==> config.mk <==
export PLATFORM = sky130hd
export DESIGN_NAME = if_stage
export DESIGN_NICKNAME = d
export VERILOG_FILES = /design/src/rtl/if_stage.sv
export SDC_FILE = /design/constraint.sdc
export NUM_CORES = 1
export LEC_CHECK = 0
export BUFFER_PORTS_ARGS = -buffer_cell sky130_fd_sc_hd__buf_2
export CAP_MARGIN = 20
export CORE_MARGIN = 4
export CORE_UTILIZATION = 55
export CTS_CLUSTER_SIZE = 20
export DETAILED_ROUTE_END_ITERATION = 10
export PLACE_DENSITY = 0.94
export RECOVER_POWER = 50
export SLEW_MARGIN = 20
export SYNTH_ARGS = -nofsm -noshare
export SYNTH_HDL_FRONTEND = slang
export SYNTH_SLANG_ARGS = --single-unit
==> constraint.sdc <==
create_clock -name clk -period 13.1 [get_ports clk]
set_input_delay 1.965 -clock clk [delete_from_list [all_inputs] [get_ports clk]]
set_output_delay 1.965 -clock clk [all_outputs]
set_load 0.01 [all_outputs]
==> src/rtl/if_stage.sv <==
// ---------------------------------------------------------------------------
// if_stage
//   Instruction-fetch stage. Owns the fetch PC (pc_f), drives the synchronous
//   instruction SRAM (one cycle read latency) and loads the IF/ID register
//   consumed by decode. Redirects from decode (branch / Jump / JumpV) take
//   effect after one delay slot; redirects that arrive while the pipe is
//   stalled are parked in a pending register and applied when it moves again.
//   An exception flush squashes IF/ID and restarts fetch at EXC_VECTOR.
//
// Ports
//   clk, rst            clock (rising edge), asynchronous active-high reset
//   stall               hold pc_f and the IF/ID register
//   flush               squash IF/ID, refetch from EXC_VECTOR (beats stall)
//   branch/Jump/JumpV   redirect requests from decode, in that priority
//   branchAddr/jumpAddr/jrAddr   matching redirect targets
//   inst_sram_*         SRAM read port; wen and wdata are tied off
//   IF_ID_instr/PCout   fetched instruction (0 = bubble) and its PC
//   IF_ID_valid         IF_ID_instr is a real fetch
//   IF_ID_adel          fetch PC was not word aligned
// ---------------------------------------------------------------------------
module if_stage #(
    parameter logic [31:0] RESET_VECTOR = 32'hBFC0_0000,
    parameter logic [31:0] EXC_VECTOR   = 32'hBFC0_0380
) (
    input  logic        clk,
    input  logic        rst,
    input  logic        stall,
    input  logic        flush,
    input  logic        branch,
    input  logic        Jump,
    input  logic        JumpV,
    input  logic [31:0] branchAddr,
    input  logic [31:0] jumpAddr,
    input  logic [31:0] jrAddr,
    output logic        inst_sram_en,
    output logic [3:0]  inst_sram_wen,
    output logic [31:0] inst_sram_addr,
    output logic [31:0] inst_sram_wdata,
    input  logic [31:0] inst_sram_rdata,
    output logic [31:0] IF_ID_instr,
    output logic [31:0] IF_ID_PCout,
    output logic        IF_ID_valid,
    output logic        IF_ID_adel
);

    typedef enum logic [1:0] {
        BOOT  = 2'd0,
        RUN   = 2'd1,
        STALL = 2'd2
    } state_t;

    state_t      state;
    state_t      state_next;
    logic [31:0] pc_f;
    logic [31:0] pend_target;
    logic        pend_valid;
    logic [31:0] req_pc;
    logic [31:0] redirect_target;
    logic        redirect;
    logic        pc_f_adel;

    assign inst_sram_wen   = 4'b0000;
    assign inst_sram_wdata = 32'h0000_0000;

    assign redirect  = branch | Jump | JumpV;
    assign pc_f_adel = (pc_f[1:0] != 2'b00);

    always_comb begin
        if (branch) begin
            redirect_target = branchAddr;
        end else if (Jump) begin
            redirect_target = jumpAddr;
        end else begin
            redirect_target = jrAddr;
        end
    end

    always_comb begin
        if (flush) begin
            req_pc = EXC_VECTOR;
        end else if (pend_valid) begin
            req_pc = pend_target;
        end else if (redirect) begin
            req_pc = redirect_target;
        end else begin
            req_pc = pc_f + 32'd4;
        end
    end

    // pc_f is always the address whose data is on inst_sram_rdata in RUN.
    // STALL re-presents pc_f so that the cycle after the stall releases
    // sees matching data; a flush outside RUN therefore goes through STALL
    // so EXC_VECTOR is presented before anything is loaded into IF/ID.
    always_comb begin
        state_next     = state;
        inst_sram_addr = pc_f;
        case (state)
            BOOT:    inst_sram_addr = RESET_VECTOR;
            RUN:     inst_sram_addr = req_pc;
            STALL:   inst_sram_addr = pc_f;
            default: inst_sram_addr = pc_f;
        endcase
        inst_sram_en = (inst_sram_addr[1:0] == 2'b00);
        if (flush) begin
            state_next = (state == RUN && !stall) ? RUN : STALL;
        end else begin
            case (state)
                BOOT:    state_next = RUN;
                RUN:     state_next = stall ? STALL : RUN;
                STALL:   state_next = stall ? STALL : RUN;
                default: state_next = BOOT;
            endcase
        end
    end

    always_ff @(posedge clk or posedge rst) begin
        if (rst) begin
            state <= BOOT;
        end else begin
            state <= state_next;
        end
    end

    // pc_f only advances out of RUN. A redirect seen while pc_f cannot move
    // (stalled, or the release cycle of STALL) is parked; a later one
    // overwrites it.
    always_ff @(posedge clk or posedge rst) begin
        if (rst) begin
            pc_f        <= RESET_VECTOR;
            pend_valid  <= 1'b0;
            pend_target <= 32'h0000_0000;
        end else if (flush) begin
            pc_f       <= EXC_VECTOR;
            pend_valid <= 1'b0;
        end else if (state == RUN && !stall) begin
            pc_f       <= req_pc;
            pend_valid <= 1'b0;
        end else if (redirect && state != BOOT) begin
            pend_target <= redirect_target;
            pend_valid  <= 1'b1;
        end
    end

    // The release edge of STALL loads a bubble: decode consumes the held
    // instruction on that edge, and pc_f's data only arrives next cycle.
    always_ff @(posedge clk or posedge rst) begin
        if (rst) begin
            IF_ID_instr <= 32'h0000_0000;
            IF_ID_PCout <= 32'h0000_0000;
            IF_ID_valid <= 1'b0;
            IF_ID_adel  <= 1'b0;
        end else if (flush) begin
            IF_ID_instr <= 32'h0000_0000;
            IF_ID_valid <= 1'b0;
            IF_ID_adel  <= 1'b0;
        end else if (state == BOOT || (state == STALL && !stall)) begin
            IF_ID_instr <= 32'h0000_0000;
            IF_ID_valid <= 1'b0;
            IF_ID_adel  <= 1'b0;
        end else if (state == RUN && !stall) begin
            IF_ID_PCout <= pc_f;
            IF_ID_adel  <= pc_f_adel;
            IF_ID_valid <= 1'b1;
            IF_ID_instr <= pc_f_adel ? 32'h0000_0000 : inst_sram_rdata;
        end
    end

endmodule

==> results.cfg, run 1 <==
[sta]
worst_pin_slew_ns = 3.92
maxSlewViolCount = 256
slew_headroom = -1.61
setup_viol = 0
fin_crit_sh = 0.551
hold_violations = 0
rsz0062_at_grt = no
finalClockSkew_ns = 0.00699
fmax_mhz = 138
tns_ns = 0
min_period_ns = 7.22

[setup_path]
crit_path_end_kind = output pin
cp_slowest_cell = clkbuf_1
path_depth = 7
crit_end = inst_sram_addr[26]
cp.arrival_ns = 5.26
critPathTopFamily = buffers and inverters
r2r_cells = 8
worst-path-buf-inv = 3
reg2reg_slack_ns = 8.76
crit_start = flush
cp-start-kind = input pin
r2r_end = pend_target[3]$_DFFE_PP0P_
worst_path_largest_cell_delay_ns = 1.38
r2r-start = state[1]$_DFF_PP0_
cpMostUsedCell = buf_2
cp.required_ns = 11.14
path_max_fanout = 37
cp_cell_sequence = buf_2, clkbuf_1, nand2b_1, nor2_1, a31oi_1, o22a_1, buf_2
crit_type = in2out

[floorplan]
coreArea_um2 = 14000
initial_utilization = 0.568
rows = 43
io_pins = 270
die_x_um = 128
dieArea_um2 = 16500
die-height_um = 128

[layout]
nets = 1176
instances_no_fill = 1227
diodes = 0
drive_above_1_share = 0.270
fill_cells = 1136
syn2layout_area_growth_pct = 18.7

[global_route]
grt_usage = 0.292
antenna_found_initial = 0
grt_pass1_vias = 7281
grt.overflow.total = 0
grt_pass1_wl_um = 38100
grt_max_degree = 73

[logic_synthesis]
synth_seq_area_share = 0.418
synth_area_um2 = 7980
synth-main-ff-cell = dfrtp_1
synth_largest_area_cell = dfrtp_1
ys_async_sr_fraction = 1.00
ys_ff_latch = 133
netlist_instances = 850
synth-edff-count = 0
synth_area_per_cell_um2 = 9.39
synth_top_area_share = 0.389
synthTopCellsByArea = dfrtp_1 39%, mux2_2 7.2%, o21ai_0 4.7%
yosys.cell_types.count = 69
yosysWarnings = 0

[clocking]
cts.path.max_buffers = 2
holdBufCountCts = 0
insertion_delay_ns = 0.42
cts_tree = yes
htreeDepth = 4
ctsResizeCount = 0
cts_root_buf = clkbuf_16
postCtsSetupRepairBufs = 0
cts.sinks = 133
clk_pin_slew_ns = 0.05
cts_buffers = 17

[flow_run]
max_cap_violations = 5

[drt]
dr.pass1.iters = 6
post_drt_wl_per_cell_um = 20.1
vias = 7589
antenna_left = 0
route.detailed.drc = 0
drtIter0Drc = 882
drt_wl_total_um = 24700
avgViaCountPerCell = 6.19

[run_status]
violations = max-capacitance violations, max-slew violations
status = finished with violations

[place]
gp_congestion = 0.918
dp_hpwl_um = 17400
dp_cells = 1196
port_buffers = 233

[pwr]
p_leak_nw = 4.37
power_mw = 1.35
power.density_nw_per_um2 = 142
peakVddDrop_uv = 111

[hold_path]
min_path_type = reg2reg
worstHoldStart = IF_ID_PCout[30]$_DFFE_PP0P_
==> layout make-up <==
cell class / count / area (um^2) / share of cell area
timing repair buffer: 243 / 1150 / 0.122
clock inverter: 4 / 70.1 / 0.00739
inverter: 19 / 72.6 / 0.00766
multi-input combinational: 622 / 4110 / 0.434
sequential: 133 / 3340 / 0.353
tap: 180 / 225 / 0.0238
clock buffer: 26 / 499 / 0.0527
==> kinds of logic (layout without fill, tap and decap cells) <==
| kind of cell | after synthesis | count (layout) | synth area share |
|---|---|---|---|
| AOI/OAI and AO/OA | 252 | 252 | 0.215 |
| xor gates and xnor gates | 13 | 13 | 0.0143 |
| adders and majority gates | 5 | 5 | 0.00784 |
| buffers and inverters | 130 | 292 | 0.0854 |
| DFF | 133 | 133 | 0.418 |
| muxes | 85 | 85 | 0.115 |
| other | 1 | 36 | 0.000470 |
| and+or+nand+nor | 231 | 231 | 0.143 |
==> per-layer routing <==
layer | track usage | vias to the layer above | wire length (um)
met1 | 0.365 | 3643 | 8780
met3 | 0.0606 | 81 | 2310
met5 | 0 | - | 0
met2 | 0.490 | 471 | 12600
met4 | 0.128 | 0 | 1010
li1 | - | 3394 | -
==> per-stage QoR <==
step,hold slack (ns),util,cell area [um^2],worst slack (ns)
finish,0.481,0.675,9480,5.88
global route,0.506,0.675,9480,4.97
CTS,0.480,0.680,9550,6.41
detailed placement,0.465,0.640,8980,6.47
global placement,0.457,0.639,8980,6.49
floorplan,0.441,-,8110,7.60
==> registers in the layout, indices dropped and copies added, names as in the netlist <==
name,cells
pc_f,32
IF_ID_adel,1
state,2
IF_ID_instr,32
pend_target,32
IF_ID_PCout,32
IF_ID_valid,1
pend_valid,1
==> cell usage after synthesis (5+ instances only) <==
cell        n
nor4_1      6
a22oi_1     6
nor3_1     15
nand4_1    11
nor2b_1     9
mux2_2     51
inv_1      18
or3_1       7
a22o_1     36
a221o_1     6
buf_4      40
xor2_1      5
a211oi_1   17
clkbuf_2    6
nor3_2      5
buf_1       8
a31oi_1    10
xnor2_1     8
nor2_1     39
o31ai_1    11
dfrtp_1   124
buf_2      17
clkbuf_1   38
o21ai_0    75
a21oi_1    33
and3_1      6
ha_1        5
nand3_1    15
nand2_1    95
dfstp_2     9
mux2i_1    34
nand2b_1    5
a221oi_1    7
==> how the worst min path moves through the flow <==
| stage | end | slack, ns | cells after the start |
|---|---|---|---|
| 3_5_place_dp | IF_ID_PCout[20]$_DFFE_PP0P_ | 0.47 | 2 |
| 3_3_place_gp | pend_target[13]$_DFFE_PP0P_ | 0.46 | 2 |
| 2_1_floorplan | pend_target[13]$_DFFE_PP0P_ | 0.44 | 2 |
| 4_1_cts | IF_ID_PCout[20]$_DFFE_PP0P_ | 0.48 | 2 |
| 6_report | IF_ID_PCout[30]$_DFFE_PP0P_ | 0.48 | 2 |
| 5_1_grt | IF_ID_PCout[28]$_DFFE_PP0P_ | 0.51 | 1 |
==> placed cells by master (no fill, tap or decap), types with 17 or more instances in the layout <==
master,synthesis,routed
a211oi_1,17,17
a21oi_1,33,33
a22o_1,36,36
buf_2,17,166
clkbuf_1,38,76
clkbuf_16,0,17
conb_1,1,36
dfrtp_1,124,123
inv_1,18,17
mux2_2,51,51
mux2i_1,34,34
nand2_1,95,95
nor2_1,39,37
o21ai_0,75,75
==> worst register-to-register path: stages, from the launching register on <==
cell      delay (ns)
dfrtp_1         0.40
inv_1           0.08
ha_1            0.56
nor2b_2         0.25
clkbuf_1        1.46
nor2_2          0.39
nand3_2         0.43
buf_12          0.26
mux2_2          0.38
==> power by group <==
group / total [mW] / internal [mW] / leakage [nW] / switching, mW
logic: 0.344 / 0.134 / 2.36 / 0.209
clock network: 0.464 / 0.298 / 0.280 / 0.167
registers: 0.539 / 0.480 / 1.73 / 0.0581
Power figures use the tool's default switching activity.
==> inputs of run 2 (changes only) <==
--- a/config.mk
+++ b/config.mk
@@ -5,13 +5,14 @@
 export SDC_FILE = /design/constraint.sdc
 export NUM_CORES = 1
 export LEC_CHECK = 0
+export ABC_AREA = 1
 export BUFFER_PORTS_ARGS = -buffer_cell sky130_fd_sc_hd__buf_2
 export CAP_MARGIN = 20
 export CORE_MARGIN = 4
-export CORE_UTILIZATION = 55
+export CORE_UTILIZATION = 51
 export CTS_CLUSTER_SIZE = 20
 export DETAILED_ROUTE_END_ITERATION = 10
-export PLACE_DENSITY = 0.94
+export PLACE_DENSITY = 0.89
 export RECOVER_POWER = 50
 export SLEW_MARGIN = 20
 export SYNTH_ARGS = -nofsm -noshare
==> constraint.sdc (replaced) <==
create_clock -name clk -period 6.8 [get_ports clk]
set_input_delay 1.02 -clock clk [delete_from_list [all_inputs] [get_ports clk]]
set_output_delay 1.02 -clock clk [all_outputs]
set_load 0.01 [all_outputs]
==> run 2 against run 1 <==
Compared with the run above: critical endpoint is now inst_sram_addr[11]; largest cell class unchanged; final cell count increased by 22%; worst setup slack got worse by 3.6 ns; worst hold slack worse by 0.0068 ns; non-clock buffer count shrank 4; largest power group unchanged; via count is 8.4% higher; global-route usage down 1.5 points; combinational power grew 79%; critical path depth shrank 2; the run still ends with max-capacitance violations, max-slew violations left.
==> results.cfg, run 2 <==
[sta]
fmax_mhz = 219
maxSlewViolCount = 136
worst_pin_slew_ns = 2.81
rsz0062_at_grt = no
setup_viol = 0
finalClockSkew_ns = 0.00838
fin_crit_sh = 0.672
hold_violations = 0
min_period_ns = 4.57
tns_ns = 0
slew_headroom = -0.883
hold_ws_ns = 0.475

[logic_synthesis]
synth_simple_gate_area_frac = 0.302
yosysMostFrequentCell = nand2_1
synth_top_area_share = 0.394
synthTopCellsByArea = dfrtp_1 39%, nand2_1 18%, o21ai_0 7.4%
muxShareOfSynthArea = 0
synth-compound-area-share = 0.156
synth-edff-count = 0
synth_seq_area_share = 0.424
yosys.cell_types.count = 36
yosysWarnings = 0
synthTopCellsByCount = 376 x nand2_1, 124 x dfrtp_1, 116 x o21ai_0, 101 x nand3_1, 83 x nor2_1
synth-main-ff-cell = dfrtp_1
synth_xor_area_frac = 0.00445
ys_ff_latch = 133
synth_area_um2 = 7880
netlist_instances = 1099
synth_top_family_by_area = simple AND/OR/NAND/NOR gates
synth_area_per_cell_um2 = 7.17
synth_largest_area_cell = dfrtp_1
ys_async_sr_fraction = 1.00
synth_adder_area_share = 0.00794

[setup_path]
cp.required_ns = 5.78
cp-start-kind = flip-flop
cp_cell_sequence = clkinv_1, or2_2, nand3_1, o21ai_0, buf_2
path_max_fanout = 36
reg2reg_slack_ns = 3.67
crit_path_end_kind = output pin
crit_type = reg2out
worst_path_largest_cell_delay_ns = 1.05
cp_slowest_cell = clkinv_1
cp.arrival_ns = 3.55

[drt]
antenna_left = 0
route.detailed.drc = 0
post_drt_wl_per_cell_um = 16.7
avgViaCountPerCell = 5.49
vias = 8223
drtIter0Drc = 772
dr.pass1.iters = 6
drt_wl_total_um = 25000

[layout]
nets = 1437
final_common_cell = nand2_1
final_cell_mix = 376 x nand2_1, 165 x buf_2, 124 x dfrtp_1, 116 x o21ai_0, 101 x nand3_1
diodes = 0
fin_util = 0.624
syn2layout_area_growth_pct = 20.0
drive_above_1_share = 0.179

[clocking]
cts_tree = yes
clk_pin_slew_ns = 0.06
holdBufCountCts = 0
cts_root_buf = clkbuf_16
htreeDepth = 4
postCtsSetupRepairBufs = 0
cts.path.max_buffers = 2
insertion_delay_ns = 0.43
cts.sinks = 133
ctsResizeCount = 0
cts_buffers = 17

[pwr]
p_comb_frac = 0.233
p_leak_nw = 4.73
p_seq_frac = 0.395
cell_internal_pwr_mw = 1.77
peakVddDrop_uv = 185
swShare = 0.329
power.density_nw_per_um2 = 279
power.switching_mw = 0.869
p_clk_frac = 0.372

[global_route]
grt_usage = 0.277
grt_pass1_vias = 7469
grt.overflow.total = 0
grt_max_degree = 69
antenna_found_initial = 0
grt_pass1_wl_um = 39000

[run_status]
violations = max-capacitance violations, max-slew violations
status = finished with violations

[floorplan]
die-height_um = 132
initial_utilization = 0.520
io_pins = 270
rows = 45
dieArea_um2 = 17500
die_x_um = 132
coreArea_um2 = 15100

[place]
port_buffers = 233
dp_hpwl_um = 19000
gp_congestion = 0.946

[hold_path]
min_path_type = reg2reg

[flow_run]
max_cap_violations = 2
run 2: changes by cell type after synthesis, sizes merged, moves of 11 or more:
cell,before,now
clkbuf,44,24
mux2i,34,0
a22o,36,0
o31ai,11,0
a32o,3,32
mux2,51,0
o21ai,77,126
nand3,17,101
a211oi,17,0
inv,19,72
nand2,95,377
nor3,20,4
nor2,40,88
run 2: layout make-up:
| cell class | count | area (um^2) |
|---|---|---|
| clock inverter | 13 | 179 |
| fill | 1410 | 5690 |
| multi-input combinational | 832 | 3840 |
| inverter | 74 | 282 |
| clock buffer | 19 | 453 |
| tap | 188 | 235 |
| sequential | 133 | 3340 |
| timing repair buffer | 239 | 1120 |
run 2: worst paths after layout:
check,startpoint,to,cells past startpoint
setup reg to reg,state[1]$_DFF_PP0_,pend_target[31]$_DFFE_PP0P_,10
setup / recovery,pend_valid$_DFFE_PP0P_,inst_sram_addr[11],5
min in group asynchronous,rst,IF_ID_valid$_DFFE_PP0P_,2
max in group asynchronous,rst,pend_target[27]$_DFFE_PP0P_,3
hold reg to reg,IF_ID_valid$_DFFE_PP0P_,IF_ID_valid$_DFFE_PP0P_,2
hold / removal,IF_ID_valid$_DFFE_PP0P_,IF_ID_valid$_DFFE_PP0P_,2
run 2: power groups by stage:
stage               combinational (mW)  sequential [mW]  clock (mW)
CTS                              0.632             1.04       0.991
detailed placement               0.628             1.05           0
floorplan                        0.386             1.05           0
finish                           0.615             1.04       0.983
global route                     0.692             1.06        1.02
global placement                 0.617             1.04           0
run 2: stage by stage:
step                      instances  area, um^2  total power [mW]  setup slack (ns)
after floorplan                1134        8010              1.44              2.24
after global placement         1466        8910              1.66              2.77
after detailed placement       1466        8910              1.68              2.74
after CTS                      1498        9550              2.66              2.33
after global routing           1498        9460              2.78              1.99
final                          1498        9460              2.64              2.23
run 2: per-layer routing:
layer	global-route usage	up-vias	share of wire
met3	0.0599	51	0.099
met4	0.0912	0	0.025
li1	-	3927	-
met1	0.374	3770	0.42
met5	0	-	0
met2	0.445	475	0.46
run 2: cells by family (layout without fill, tap and decap cells):
family | after synthesis | after routing
and+or+nand+nor | 579 | 579
AOI/OAI and AO/OA | 208 | 208
buffers and inverters | 169 | 345
DFF | 133 | 133
adders and majority gates | 5 | 5
xor gates and xnor gates | 4 | 4
other | 1 | 36
run 2: worst max-delay path: cells and delay by family (launching register included):
| family | cells | cell delay [ns] |
|---|---|---|
| AOI/OAI and AO/OA | 1 | 0.17 |
| DFF | 1 | 0.96 |
| and+or+nand+nor | 2 | 0.74 |
| buffers and inverters | 2 | 1.26 |
